`src/rtl/tpu_pkg.sv`:
```
// Shared types and address map for the TPU job sequencer and its core port.
package tpu_pkg;

    typedef enum logic [2:0] {
        S_IDLE   = 3'd0,
        S_LOAD_A = 3'd1,
        S_LOAD_B = 3'd2,
        S_LOAD_C = 3'd3,
        S_ZERO_C = 3'd4,
        S_START  = 3'd5,
        S_WAIT   = 3'd6,
        S_READ_C = 3'd7
    } tpu_seq_state_t;

    localparam logic [15:0] TPU_A_BASE  = 16'h0100;
    localparam logic [15:0] TPU_B_BASE  = 16'h0200;
    localparam logic [15:0] TPU_C_BASE  = 16'h0300;
    localparam logic [15:0] TPU_MM_ADDR = 16'h0400;

endpackage

```
`src/rtl/tpu_job_seq_if.sv`:
```
// Host stream in, result stream out, and the memory-mapped TPU core port.
// Valid/ready: a word moves on a rising edge where valid & ready are both high;
// the producer holds data stable while valid is high and ready is low.
interface tpu_job_seq_if #(
    parameter int DATAW = 64,
    parameter int ADDRW = 16
);
    logic             in_valid;
    logic             in_ready;
    logic [DATAW-1:0] in_data;
    logic             out_valid;
    logic             out_ready;
    logic [DATAW-1:0] out_data;
    logic             out_last;
    logic             tpu_r_w;
    logic [ADDRW-1:0] tpu_addr;
    logic [DATAW-1:0] tpu_dataIn;
    logic [DATAW-1:0] tpu_dataOut;

    // master: host/core side; slave: the sequencer
    modport master (
        output in_valid, in_data, out_ready, tpu_dataOut,
        input  in_ready, out_valid, out_data, out_last, tpu_r_w, tpu_addr, tpu_dataIn
    );
    modport slave (
        input  in_valid, in_data, out_ready, tpu_dataOut,
        output in_ready, out_valid, out_data, out_last, tpu_r_w, tpu_addr, tpu_dataIn
    );
endinterface

```
`src/rtl/tpu_out_reg.sv`:
```
// One-entry valid/ready output register for result words; holds while stalled.
module tpu_out_reg #(
    parameter int DATAW = 64
) (
    input  logic             clk,
    input  logic             rst,
    input  logic             load,
    input  logic [DATAW-1:0] load_data,
    input  logic             load_last,
    input  logic             out_ready,
    output logic             out_valid,
    output logic [DATAW-1:0] out_data,
    output logic             out_last
);
    // load is only raised when the entry is empty or draining this cycle
    always_ff @(posedge clk or posedge rst) begin
        if (rst) begin
            out_valid <= 1'b0;
            out_data  <= '0;
            out_last  <= 1'b0;
        end else if (load) begin
            out_valid <= 1'b1;
            out_data  <= load_data;
            out_last  <= load_last;
        end else if (out_ready) begin
            out_valid <= 1'b0;
        end
    end
endmodule

```
`src/rtl/tpu_job_seq.sv`:
```
// Job sequencer: streams A/B/C into the TPU core, triggers the matmul,
// waits out the compute window and streams the C result back out.
module tpu_job_seq
    import tpu_pkg::*;
#(
    parameter int DIM       = 8,
    parameter int BITS_AB   = 8,
    parameter int BITS_C    = 16,
    parameter int ADDRW     = 16,
    parameter int DATAW     = 64,
    parameter int MM_CYCLES = DIM * 4
) (
    input  logic           clk,
    input  logic           rst,
    input  logic           cfg_zero_c,
    output logic           busy,
    output logic           done,
    output tpu_seq_state_t dbg_state,
    tpu_job_seq_if.slave   bus
);
    localparam int NWORDS = 2 * DIM;
    localparam int IDXW   = $clog2(NWORDS) + 1;
    localparam int WCW    = (MM_CYCLES > 1) ? $clog2(MM_CYCLES) : 1;

    if (DATAW != DIM * BITS_AB || 2 * DATAW != DIM * BITS_C) begin : g_bad_width
        $error("tpu_job_seq: DATAW must equal DIM*BITS_AB and DIM*BITS_C/2");
    end

    tpu_seq_state_t   state;
    logic [IDXW-1:0]  idx;
    logic [WCW-1:0]   wait_cnt;
    logic             zero_c_q;
    logic             in_fire;
    logic             load_out;
    logic             last_word;
    logic             last_fire;
    logic [ADDRW-1:0] word_off;

    assign dbg_state = state;
    assign busy      = (state != S_IDLE);
    assign in_fire   = bus.in_valid & bus.in_ready;
    assign last_word = (idx == IDXW'(NWORDS - 1));
    assign last_fire = bus.out_valid & bus.out_ready & bus.out_last;
    // every region is laid out as consecutive 8-byte words, so C word k = row k>>1, half k&1
    assign word_off  = ADDRW'(idx) << 3;

    always_comb begin
        bus.in_ready = (state == S_LOAD_A) || (state == S_LOAD_B) || (state == S_LOAD_C);
        load_out     = (state == S_READ_C) && (!bus.out_valid || bus.out_ready) &&
                       (idx < IDXW'(NWORDS));
    end

    // Core port is combinational so each accepted word lands on the very next edge.
    always_comb begin
        bus.tpu_r_w    = 1'b0;
        bus.tpu_addr   = '0;
        bus.tpu_dataIn = '0;
        case (state)
            S_LOAD_A: if (in_fire) begin
                bus.tpu_r_w    = 1'b1;
                bus.tpu_addr   = ADDRW'(TPU_A_BASE) + word_off;
                bus.tpu_dataIn = bus.in_data;
            end
            S_LOAD_B: if (in_fire) begin
                bus.tpu_r_w    = 1'b1;
                bus.tpu_addr   = ADDRW'(TPU_B_BASE) + word_off;
                bus.tpu_dataIn = bus.in_data;
            end
            S_LOAD_C: if (in_fire) begin
                bus.tpu_r_w    = 1'b1;
                bus.tpu_addr   = ADDRW'(TPU_C_BASE) + word_off;
                bus.tpu_dataIn = bus.in_data;
            end
            S_ZERO_C: begin
                bus.tpu_r_w  = 1'b1;
                bus.tpu_addr = ADDRW'(TPU_C_BASE) + word_off;
            end
            S_START:  bus.tpu_addr = ADDRW'(TPU_MM_ADDR);
            S_READ_C: if (idx < IDXW'(NWORDS)) bus.tpu_addr = ADDRW'(TPU_C_BASE) + word_off;
            default: ;
        endcase
    end

    always_ff @(posedge clk or posedge rst) begin
        if (rst) begin
            state    <= S_IDLE;
            idx      <= '0;
            wait_cnt <= '0;
            zero_c_q <= 1'b0;
            done     <= 1'b0;
        end else begin
            done <= 1'b0;
            case (state)
                S_IDLE: if (bus.in_valid) begin
                    zero_c_q <= cfg_zero_c;
                    idx      <= '0;
                    state    <= S_LOAD_A;
                end
                S_LOAD_A: if (in_fire) begin
                    if (idx == IDXW'(DIM - 1)) begin
                        idx   <= '0;
                        state <= S_LOAD_B;
                    end else begin
                        idx <= idx + IDXW'(1);
                    end
                end
                S_LOAD_B: if (in_fire) begin
                    if (idx == IDXW'(DIM - 1)) begin
                        idx   <= '0;
                        state <= zero_c_q ? S_ZERO_C : S_LOAD_C;
                    end else begin
                        idx <= idx + IDXW'(1);
                    end
                end
                S_LOAD_C: if (in_fire) begin
                    if (last_word) begin
                        idx   <= '0;
                        state <= S_START;
                    end else begin
                        idx <= idx + IDXW'(1);
                    end
                end
                S_ZERO_C: begin
                    if (last_word) begin
                        idx   <= '0;
                        state <= S_START;
                    end else begin
                        idx <= idx + IDXW'(1);
                    end
                end
                S_START: begin
                    idx      <= '0;
                    wait_cnt <= '0;
                    state    <= S_WAIT;
                end
                S_WAIT: begin
                    if (wait_cnt == WCW'(MM_CYCLES - 1)) begin
                        idx   <= '0;
                        state <= S_READ_C;
                    end else begin
                        wait_cnt <= wait_cnt + WCW'(1);
                    end
                end
                S_READ_C: begin
                    if (last_fire) begin
                        idx   <= '0;
                        done  <= 1'b1;
                        state <= S_IDLE;
                    end else if (load_out) begin
                        idx <= idx + IDXW'(1);
                    end
                end
                default: state <= S_IDLE;
            endcase
        end
    end

    tpu_out_reg #(.DATAW(DATAW)) u_out_reg (
        .clk       (clk),
        .rst       (rst),
        .load      (load_out),
        .load_data (bus.tpu_dataOut),
        .load_last (last_word),
        .out_ready (bus.out_ready),
        .out_valid (bus.out_valid),
        .out_data  (bus.out_data),
        .out_last  (bus.out_last)
    );
endmodule

```
`src/flat_wrapper.sv`:
```
// flat-port wrapper written by rule: the top's interface ports become plain ports
module tpu_job_seq_flat import tpu_pkg::*;
#(
    parameter int DIM       = 8,
    parameter int BITS_AB   = 8,
    parameter int BITS_C    = 16,
    parameter int ADDRW     = 16,
    parameter int DATAW     = 64,
    parameter int MM_CYCLES = DIM * 4
)
  (clk, rst, cfg_zero_c, busy, done, dbg_state, bus_in_valid, bus_in_data, bus_out_ready, bus_tpu_dataOut, bus_in_ready, bus_out_valid, bus_out_data, bus_out_last, bus_tpu_r_w, bus_tpu_addr, bus_tpu_dataIn);
  tpu_job_seq_if #(.DATAW(DATAW), .ADDRW(ADDRW)) bus_i ();
  input  logic clk;
  input  logic rst;
  input  logic cfg_zero_c;
  output logic busy;
  output logic done;
  output tpu_seq_state_t dbg_state;
  input wire logic [$bits(bus_i.in_valid)-1:0] bus_in_valid;
  input wire logic [$bits(bus_i.in_data)-1:0] bus_in_data;
  input wire logic [$bits(bus_i.out_ready)-1:0] bus_out_ready;
  input wire logic [$bits(bus_i.tpu_dataOut)-1:0] bus_tpu_dataOut;
  output wire logic [$bits(bus_i.in_ready)-1:0] bus_in_ready;
  output wire logic [$bits(bus_i.out_valid)-1:0] bus_out_valid;
  output wire logic [$bits(bus_i.out_data)-1:0] bus_out_data;
  output wire logic [$bits(bus_i.out_last)-1:0] bus_out_last;
  output wire logic [$bits(bus_i.tpu_r_w)-1:0] bus_tpu_r_w;
  output wire logic [$bits(bus_i.tpu_addr)-1:0] bus_tpu_addr;
  output wire logic [$bits(bus_i.tpu_dataIn)-1:0] bus_tpu_dataIn;
  assign bus_i.in_valid = bus_in_valid;
  assign bus_i.in_data = bus_in_data;
  assign bus_i.out_ready = bus_out_ready;
  assign bus_i.tpu_dataOut = bus_tpu_dataOut;
  assign bus_in_ready = bus_i.in_ready;
  assign bus_out_valid = bus_i.out_valid;
  assign bus_out_data = bus_i.out_data;
  assign bus_out_last = bus_i.out_last;
  assign bus_tpu_r_w = bus_i.tpu_r_w;
  assign bus_tpu_addr = bus_i.tpu_addr;
  assign bus_tpu_dataIn = bus_i.tpu_dataIn;
  tpu_job_seq #(.DIM(DIM), .BITS_AB(BITS_AB), .BITS_C(BITS_C), .ADDRW(ADDRW), .DATAW(DATAW), .MM_CYCLES(MM_CYCLES)) u_core (.clk(clk), .rst(rst), .cfg_zero_c(cfg_zero_c), .busy(busy), .done(done), .dbg_state(dbg_state), .bus(bus_i));
endmodule
```
`config.mk`:
```
export PLATFORM = sky130hd
export DESIGN_NAME = tpu_job_seq_flat
export DESIGN_NICKNAME = d
export VERILOG_FILES = /design/src/rtl/tpu_pkg.sv /design/src/rtl/tpu_job_seq_if.sv /design/src/rtl/tpu_out_reg.sv /design/src/rtl/tpu_job_seq.sv /design/src/flat_wrapper.sv
export SDC_FILE = /design/constraint.sdc
export NUM_CORES = 1
export LEC_CHECK = 0
export CAP_MARGIN = 20
export CORE_MARGIN = 1
export CORE_UTILIZATION = 24
export CTS_CLUSTER_SIZE = 40
export DETAILED_ROUTE_END_ITERATION = 8
export GPL_TIMING_DRIVEN = 0
export HOLD_SLACK_MARGIN = 0.06
export SLEW_MARGIN = 20
export SYNTH_ARGS = -nofsm -noshare
export SYNTH_HDL_FRONTEND = slang
export SYNTH_SLANG_ARGS = --single-unit
```
`constraint.sdc`:
```
create_clock -name clk -period 6.1 [get_ports clk]
set_input_delay 1.22 -clock clk [delete_from_list [all_inputs] [get_ports clk]]
set_output_delay 1.22 -clock clk [all_outputs]
set_load 0.005 [all_outputs]
```
==> parameters.txt <==
Parameter                              Value

Outcome
  Result of the run ... complete, no violations

STA
  Fmax ... 0.207 GHz
  Total count of max-transition violations in the final report ... 0
  Unrepaired setup endpoints after global routing ... no
  Final count of hold timing violations ... 0
  Max transition margin ... 56.7%
  Worst Tran Pin Value ... 0.649 ns
  Period minus WS final ... 4.84 ns
  Period utilization ... 79.4%
  Final worst hold slack ... 0.504 ns
  Setup violation total in the final timing report ... 0
  Max Clock Skew ... 0.00525 ns
  Setup TNS after final layout ... 0 ns

Die
  Height of the die ... 133 microns
  Ports ... 286
  Core footprint ... 0.0167 sq mm
  # rows ... 47
  Die width ... 133 microns
  Die Outline Area ... 0.0177 sq mm
  Initial Utilization ... 24.7%

Global route
  Initial antenna violation count ... 0
  Total global routing track utilization ... 16.5%
  Wire length of the first global-routing pass ... 22700 microns
  Via count of the first global-routing pass ... 4162
  Maximum number of pins on one net before global-route repair ... 42
  Total grt overflow ... 0

Synthesis
  Post-synth EDFFs ... 0
  Xor/xnor share of the synthesized area ... 0%
  Area of the mapped netlist ... 0.00413 sq mm
  Simple-gate share of the synthesized area ... 18.7%
  Count of warnings emitted by yosys ... 0
  Number of synthesized register bits ... 81
  Sequential element share of the synthesized area ... 49.1%
  Mux share of post-synthesis cell area ... 18.2%
  Syn Area/Cell ... 11.4 sq um
  Ys async rst share ... 100%
  Top flip-flop cell by instance count after synthesis ... sky130_fd_sc_hd__dfrtp_1
  Dominant combinational cell family by area after synthesis ... simple AND/OR/NAND/NOR gates
  Number of distinct library cell variants in the gate-level netlist after synthesis ... 51
  Post-synthesis share of cell area spent on full adders, half adders and majority gates ... 1.52%
  Cells after Synth ... 362
  Area fraction in compound gates after synthesis ... 7.52%

Finish
  Area overhead of the layout relative to synthesis ... 81.4%
  Nets ... 796
  Post-route cell area ... 0.00749 sq mm
  FILL cells ... 1562
  Area of combinational cells with multiple inputs ... 0.00193 sq mm
  Area taken by flip-flops and latches ... 0.00203 sq mm
  Fraction of layout cells with a size suffix above 1 ... 16.6%
  Number of diodes ... 0

Min path
  Hold crit path type ... reg -> reg

Routing
  Via count normalized by instance count ... 4.45
  Vias ... 3933
  Detail Route Antenna Nets ... 0
  Routed WL per cell ... 16.8 microns
  Drt drc ... 0
  Detailed-routing iteration count for the pre-antenna-repair pass ... 4
  Initial drt markers ... 71
  Routed wire length ... 14800 microns

Place
  Post-detailed-placement half-perimeter wirelength ... 11700 microns
  Number of port buffers ... 277
  Placed Instance Area ... 0.00723 sq mm
  Global placement routability congestion ... 0.882

Critical path
  Critical path launch point type ... input port
  Required time of the worst setup path ... 4.88 ns
  Endpoint kind of the worst setup timing path ... primary output
  Arrival time at the worst endpoint ... 3.62 ns
  Crit path max fanout ... 10
  Crit Path Class ... in -> out
  Worst setup slack for register-to-register paths ... 4.00 ns

Pwr
  Static Leak ... 3.05 nW
  Worst VDD drop ... 0.000201 V
  Cell internal power dissipation ... 1.96 mW
  Combinational power share ... 49.5%
  Net switching power ... 878 uW
  Switching Fraction ... 31.0%
  Power density over the cells ... 379 mW/mm^2
  Portion of total power attributed to the clock network ... 17.4%
  Sequential share of power ... 33.1%

Clock network
  Worst-skew pair later-pin latency ... 0.33 ns
  Clock Tree Buf Depth ... 2
  Clock slew at the register clock pins of the worst setup and hold paths ... 0.06 ns
  Hold bufs inserted after CTS ... 0
  Count of clock tree sinks ... 81
  Setup fix buffers added after clock tree synthesis ... 0
  Count of cells resized by post-cts repair ... 0
  Number of clock buffers inserted by TritonCTS ... 9
  Number of levels the H-tree was split into ... 3
  TritonCTS clock tree ... done
  Master cell of the clock root buffer ... sky130_fd_sc_hd__clkbuf_16

Run
  Max-cap viol count ... 0
==> cell usage after synthesis, drive strengths merged (6+ instances only) <==
cell type | count | area (sq um)
a31oi | 6 | 43.8
and2 | 73 | 457
dfrtp | 81 | 2030
inv | 6 | 22.5
clkbuf | 7 | 26.3
o21ai | 11 | 55.1
mux2 | 66 | 743
nor2b | 8 | 50.1
nand2 | 14 | 52.6
buf | 22 | 153
nand3 | 7 | 35.0
nor2 | 10 | 37.5
==> metrics by stage <==
stage	instances	power, mW	util, %	setup slack [ns]
detailed placement	867	2.36	43.3	1.22
CTS	883	2.88	44.8	1.22
finish	883	2.84	44.8	1.26
floorplan	369	1.58	-	2.80
global route	883	3.01	44.8	1.03
global placement	866	2.31	43.1	1.20
==> sequential cells by signal (all words and copies together), names as in the netlist <==
signal / flops
u_core.u_out_reg.out_data: 64
u_core.idx: 5
u_core.wait_cnt: 5
u_core.dbg_state: 3
u_core.done: 1
u_core.u_out_reg.out_last: 1
u_core.u_out_reg.out_valid: 1
u_core.zero_c_q: 1
==> final cells by class <==
| type | instances | area share, % |
|---|---|---|
| plain buffers | 29 | 2.39 |
| multi-input cells | 253 | 25.7 |
| clock buffers | 10 | 3.06 |
| flip-flops and latches | 81 | 27.1 |
| clock inverters | 6 | 0.468 |
| well taps | 220 | 3.68 |
| inverters | 6 | 0.334 |
| repair buffers | 278 | 37.3 |
==> layer usage <==
metal / global-route usage, % / wire length [microns] / up-vias
met1: 16.8 / 5330 / 1894
li1: - / - / 1823
met3: 5.75 / 1460 / 13
met2: 31.4 / 7830 / 203
met5: 0 / 0 / -
met4: 4.55 / 194 / 0
==> power groups by stage <==
stage	Sequential, mW	Combinational [mW]	Clock [mW]
floorplan	0.944	0.639	0
global placement	0.931	1.38	0
detailed placement	0.946	1.42	0
CTS	0.942	1.43	0.509
global route	0.971	1.51	0.526
finish	0.939	1.40	0.494
==> placed cells by master, fill, tap and decap left out, types with 3 or more instances in the layout <==
cell type,count
sky130_fd_sc_hd__clkbuf_16,9
sky130_fd_sc_hd__clkdlybuf4s50_1,277
sky130_fd_sc_hd__clkinv_2,4
sky130_fd_sc_hd__inv_1,5
sky130_fd_sc_hd__a22oi_1,3
sky130_fd_sc_hd__ha_1,5
sky130_fd_sc_hd__a21oi_1,4
sky130_fd_sc_hd__conb_1,8
sky130_fd_sc_hd__dfrtp_1,81
sky130_fd_sc_hd__a31oi_1,5
sky130_fd_sc_hd__clkbuf_1,8
sky130_fd_sc_hd__and2_1,73
sky130_fd_sc_hd__nor2b_1,8
sky130_fd_sc_hd__mux2_2,66
sky130_fd_sc_hd__o21ai_0,11
sky130_fd_sc_hd__nor3_1,4
sky130_fd_sc_hd__nand2_1,14
sky130_fd_sc_hd__buf_4,15
sky130_fd_sc_hd__nand3_1,7
sky130_fd_sc_hd__nor2_1,10
sky130_fd_sc_hd__buf_2,5
==> critical path, stage by stage <==
cell	delay, ns
sky130_fd_sc_hd__clkdlybuf4s50_1	0.60
sky130_fd_sc_hd__nor2b_1	0.36
sky130_fd_sc_hd__nor2b_1	0.19
sky130_fd_sc_hd__buf_2	0.24
sky130_fd_sc_hd__clkbuf_1	0.29
sky130_fd_sc_hd__and2_1	0.21
sky130_fd_sc_hd__clkdlybuf4s50_1	0.52
==> cell families (layout without fill, tap and decap cells) <==
kind of cell	count (synthesis)	after routing
buffers and inverters	35	329
DFF	81	81
adders and majority gates	5	5
and+or+nand+nor	130	130
AOI/OAI and AO/OA	43	43
other	1	8
muxes	67	67
==> path summary, 6_finish.rpt <==
check                                                          startpoint  cells after the start                                        end
worst min-delay path            u_core.u_out_reg.out_data[20]$_DFFE_PP0P_                      1  u_core.u_out_reg.out_data[20]$_DFFE_PP0P_
max in group asynchronous                                             rst                      3            u_core.dbg_state[0]$_DFFE_PP0P_
worst min register to register  u_core.u_out_reg.out_data[20]$_DFFE_PP0P_                      1  u_core.u_out_reg.out_data[20]$_DFFE_PP0P_
worst max-delay path                                         bus_in_valid                      7                         bus_tpu_dataIn[56]
min in group asynchronous                                             rst                      2  u_core.u_out_reg.out_data[26]$_DFFE_PP0P_
worst max register to register                  u_core.idx[0]$_DFFE_PP0P_                      8                  u_core.idx[2]$_DFFE_PP0P_
Power figures use the tool's default switching activity.
==> edit 1: new RTL, same flow settings <==
Put one more register stage on the output `dbg_state`. The value now appears one clock later. The other outputs are not delayed to match.
--- a/src/rtl/tpu_job_seq.sv
+++ b/src/rtl/tpu_job_seq.sv
@@ -36,7 +36,9 @@
     logic             last_fire;
     logic [ADDRW-1:0] word_off;
 
-    assign dbg_state = state;
+    always_ff @(posedge clk) begin
+        dbg_state <= state;
+    end
     assign busy      = (state != S_IDLE);
     assign in_fire   = bus.in_valid & bus.in_ready;
     assign last_word = (idx == IDXW'(NWORDS - 1));
Formal check against the unedited RTL: not equivalent (a bounded check fails within 4 cycles, from zero or initial values and one cycle with rst high).
==> edit 1 against the original RTL <==
Count of clock-buffer cells in the layout is 1 lower; wire length is 5.6% lower; global-route usage is 0.62 points lower; total power is 12% higher; synthesized area is 0.58% lower; sequential power is 4.8% higher; via count is 6.9% lower; non-clock buffer count is 2 lower; cell area is 0.67% higher; worst setup slack better by 0.14 ns; critical path depth stayed put; sequential cell count is 3 higher.
==> edit 1: results (changes against the original RTL) <==
Status: completed
Worst flop-to-flop path startpoint: u_core.wait_cnt[0]
CTS buffer count: 9 (unchanged)
Register area share after synthesis: 0.508 (+0.0175)
Pin count of the biggest net entering global routing: 60 (+43%)
Fillers: 1499 (-4.0%)
Hold Slack: 0.397 ns (-0.107 ns)
Area contributors post-synth: dfrtp_1 49%, mux2_1 14%, and2_1 11%, mux2_2 4.4%, o21ai_0 2.1%
Post-CTS resize count: 0 (unchanged)
Comb power: 1590 uW (+14%)
Grt met3 use: 0.0349 (-0.0226)
Actual slew at the worst max-slew pin: 0.607 ns (-0.0417 ns)
Worst Path Arrival: 3.48 ns (-0.14 ns)
Total wire length: 14000 um (-5.6%)
Post-Place Cells: 857 (-1.2%)
Met1 Usage GRT: 0.209 (+0.0404)
Fin nets: 786 (-1.3%)
Max rail drop VDD: 0.170 mV (-16%)
Detailed Place HPWL: 11300 um (-3.7%)
All-Layer GR Usage: 0.158 (-0.00619)
Psw: 1010 uW (+15%)
DRT iter0 DRCs: 149 (+110%)
FFs w/ async S/R, synth: 0.964 (-0.0357)
Register Area: 2090 sq um (+3.0%)
Worst Skew: 0.00864 ns (+0.00339 ns)
Met2 Usage GRT: 0.262 (-0.0518)
Synth unique cells: 46 (-9.8%)
Power density over the cells: 421 nW/um^2 (+11%)
Main synth FF type: dfrtp_1
Share of cells above drive strength 1: 0.0965 (-0.0694)
Clock distribution power: 604 uW (+22%)
Final RePlAce weighted congestion: 0.859 (-2.6%)
Pleak: 0.00309 uW (+1.2%)
Top flop regs: u_core.u_out_reg.out_data (64), u_core.idx (5), u_core.wait_cnt (5)
Slowest stage delay, CP: 0.58 ns (-0.02 ns)
Placed Area: 7210 sq um (-0.23%)
RR Endpoint: u_core.idx[3]
Pre-CTS setup slack: 1.40 ns (+0.181 ns)
Non-Filler Instances: 873 (-1.1%)
HP Class: register to register
Post-Syn Instances: 352 (-2.8%)
Post-CTS setup buffers: 0 (unchanged)
Number of global-route vias before repair: 3800 (-8.7%)
Global-route wire length before repair: 21800 um (-4.1%)
Reg2Reg Setup Slack: 3.65 ns (-0.35 ns)
Most instantiated cells after synthesis: 81 x dfrtp_1, 69 x and2_1, 50 x mux2_1, 17 x o21ai_0
Total of warnings raised by yosys: 0 (unchanged)
Cell count of the worst hold path: 0 (-1)
Clk pin slew, worst setup/hold paths: 0.07 ns
Diodes inserted: 0 (unchanged)
Hold Crit Start: u_core.state[1]
FF-to-FF path depth: 8 (unchanged)
Worst Hold Path EP: u_core.dbg_state[1]
Via density: 4.20 (-5.8%)
[edit 1: cell types whose count changed after synthesis, sizes merged, moves of 2 or more]
cell and change:
and2 -4, o2bb2ai -2, a31oi -5, nor3 -2, a21oi +3, o21ai +10
nand2 +2, nor2b -4, dfxtp +3, o21bai -2, nand2b +3, nor2 -4
o211ai +3
[edit 1: area by class of cell]
cell class / instances / share of cell area
plain buffers: 27 / 0.0247
clock buffers: 9 / 0.0299
repair buffers: 278 / 0.371
flip-flops and latches: 84 / 0.277
inverters: 7 / 0.00382
well taps: 220 / 0.0365
multi-input cells: 241 / 0.243
clock inverters: 7 / 0.0139
[edit 1: worst max-delay path: cells and delay by family]
family / cells / cell delay, ns
AND/OR/NAND/NOR: 3 / 0.64
buffers and inverters: 4 / 1.62
[edit 1: kinds of logic after synthesis]
group / Yosys count / share of synthesized area
AND/OR/NAND/NOR: 117 / 0.172
multiplexers: 67 / 0.183
adder cells (fa/ha/maj): 5 / 0.0152
AO/OA/AOI/OAI: 43 / 0.0664
flip-flops: 84 / 0.508
buffers and inverters: 34 / 0.0518
other: 1 / 0.000913
XOR/XNOR: 1 / 0.00213
[edit 1: routing by layer]
layer	share of wire	up-vias
met1	0.44	1750
met4	0.011	0
met3	0.054	12
met5	0	-
met2	0.50	122
li1	-	1779
[edit 1: worst max-delay path by stage]
stage,start,endpoint,slack [ns]
after floorplan,bus_in_valid,bus_tpu_dataIn[10],2.78
after global placement,bus_in_valid,bus_tpu_dataIn[51],1.44
after detailed placement,bus_in_valid,bus_tpu_dataIn[28],1.40
after CTS,bus_in_valid,bus_tpu_dataIn[28],1.40
after global routing,bus_in_valid,bus_tpu_dataIn[47],1.18
final,bus_in_valid,bus_tpu_dataIn[28],1.40
==> edit 2: new RTL, same flow settings <==
Made on the original files. `ADDRW` is set to 16 in 3 places; all go to 15.
--- a/src/rtl/tpu_job_seq_if.sv
+++ b/src/rtl/tpu_job_seq_if.sv
@@ -3,7 +3,7 @@
 // the producer holds data stable while valid is high and ready is low.
 interface tpu_job_seq_if #(
     parameter int DATAW = 64,
-    parameter int ADDRW = 16
+    parameter int ADDRW = 15
 );
     logic             in_valid;
     logic             in_ready;
--- a/src/rtl/tpu_job_seq.sv
+++ b/src/rtl/tpu_job_seq.sv
@@ -6,7 +6,7 @@
     parameter int DIM       = 8,
     parameter int BITS_AB   = 8,
     parameter int BITS_C    = 16,
-    parameter int ADDRW     = 16,
+    parameter int ADDRW     = 15,
     parameter int DATAW     = 64,
     parameter int MM_CYCLES = DIM * 4
 ) (
--- a/src/flat_wrapper.sv
+++ b/src/flat_wrapper.sv
@@ -4,7 +4,7 @@
     parameter int DIM       = 8,
     parameter int BITS_AB   = 8,
     parameter int BITS_C    = 16,
-    parameter int ADDRW     = 16,
+    parameter int ADDRW     = 15,
     parameter int DATAW     = 64,
     parameter int MM_CYCLES = DIM * 4
 )
Ports: changed (resized bus_tpu_addr); port bits go from 286 to 285. The function was not compared with the original's and may differ.
==> edit 2 against the original RTL <==
Cell area grew 0.57%; sequential cell count stayed put; non-clock buffer count down 1; count of clock-buffer cells in the layout unchanged; worst setup slack got worse by 0.014 ns; synthesized area down 0.18%; total power grew 3.1%; sequential power hardly changed; wire length up 12%; critical endpoint is now bus_tpu_dataIn[18]; largest cell class unchanged; largest power group unchanged; highest routed layer unchanged.
==> edit 2: results (changes against the original RTL) <==
Global-route wire length before repair: 25100 um (+11%)
Area contributors post-synth: dfrtp_1 49%, mux2_2 18%, and2_1 11%, buf_4 2.6%, ha_1 1.5%
Fillers: 1547 (-0.96%)
Fin nets: 794 (-0.25%)
DR WL met2: 8510 um (+8.6%)
Metal-1 WL: 5600 um (+5.1%)
Post-Place Cells: 865 (-0.23%)
Pleak: 0.00306 uW (+0.36%)
Worst Skew: 0.00682 ns (+0.00157 ns)
Number of global-route vias before repair: 4315 (+3.7%)
Detailed Place HPWL: 13300 um (+14%)
Met2 Usage GRT: 0.349 (+0.0352)
Syn_area_per_cell: 11.4 sq um (about the same)
CTS buffer count: 9 (unchanged)
Met1 Usage GRT: 0.178 (+0.00964)
Share of cells above drive strength 1: 0.166 (+0.000502)
Status: completed
HP Class: register to register
Most instantiated cells after synthesis: 81 x dfrtp_1, 73 x and2_1, 66 x mux2_2, 14 x buf_4, 14 x nand2_1
All-Layer GR Usage: 0.188 (+0.0240)
Worst Path Arrival: 3.64 ns (+0.02 ns)
Pin count of the biggest net entering global routing: 44 (+4.8%)
Slowest stage delay, CP: 0.58 ns (-0.02 ns)
DRT iter0 DRCs: 103 (+45%)
Initial antenna violation count: 2 (+2)
Placed Area: 7210 sq um (-0.16%)
Pre-CTS setup slack: 1.30 ns (+0.0808 ns)
Register area share after synthesis: 0.492 (+0.000894)
Final RePlAce weighted congestion: 0.838 (-5.0%)
Grt met3 use: 0.0690 (+0.0115)
Actual slew at the worst max-slew pin: 0.562 ns (-0.0872 ns)
Via density: 4.53 (+1.7%)
Switching Fraction: 0.310 (about the same)
Max rail drop VDD: 0.216 mV (+7.8%)
Met3 wire len: 1660 um (+14%)
## edit 2: cell types whose count changed after synthesis, sizes merged
cell  unedited run  this run
buf             22        21
## edit 2: logic make-up after synthesis
logic type,count (synthesis),share of synthesized area
and+or+nand+nor,130,0.187
DFF,81,0.492
muxes,67,0.183
AOI/OAI and AO/OA,43,0.0753
buffers and inverters,34,0.0471
adders and majority gates,5,0.0152
other,1,0.000910
## edit 2: critical path: cells and delay by family
family | cells | cell delay (ns)
AND/OR/NAND/NOR | 3 | 0.82
buffers and inverters | 4 | 1.60
## edit 2: worst paths after layout
| kind | slack [ns] | depth (start not counted) | startpoint | to |
|---|---|---|---|---|
| setup / recovery | 1.24 | 7 | bus_in_valid | bus_tpu_dataIn[18] |
| hold / removal | 0.50 | 1 | u_core.u_out_reg.out_data[61] | u_core.u_out_reg.out_data[61] |
| setup reg to reg | 3.98 | 8 | u_core.idx[0] | u_core.idx[2] |
| hold reg to reg | 0.50 | 1 | u_core.u_out_reg.out_data[61] | u_core.u_out_reg.out_data[61] |
| max in group asynchronous | 4.21 | 3 | rst | u_core.u_out_reg.out_data[30] |
| min in group asynchronous | 1.28 | 2 | rst | u_core.u_out_reg.out_data[51] |
## edit 2: cell type report
| class | count | share of cell area |
|---|---|---|
| well taps | 220 | 0.0365 |
| diodes | 2 | 0.000664 |
| flip-flops and latches | 81 | 0.269 |
| repair buffers | 278 | 0.371 |
| plain buffers | 28 | 0.0228 |
| clock buffers | 10 | 0.0317 |
| inverters | 6 | 0.00332 |
| clock inverters | 6 | 0.00980 |
| multi-input cells | 252 | 0.255 |
## edit 2: power by group through the flow
stage               clock network (uW)  registers [uW]  logic (uW)
global route                       603             978        1530
detailed placement                   0             945        1430
floorplan                            0             944         638
finish                             571             942        1410
global placement                     0             931        1410
CTS                                586             944        1440
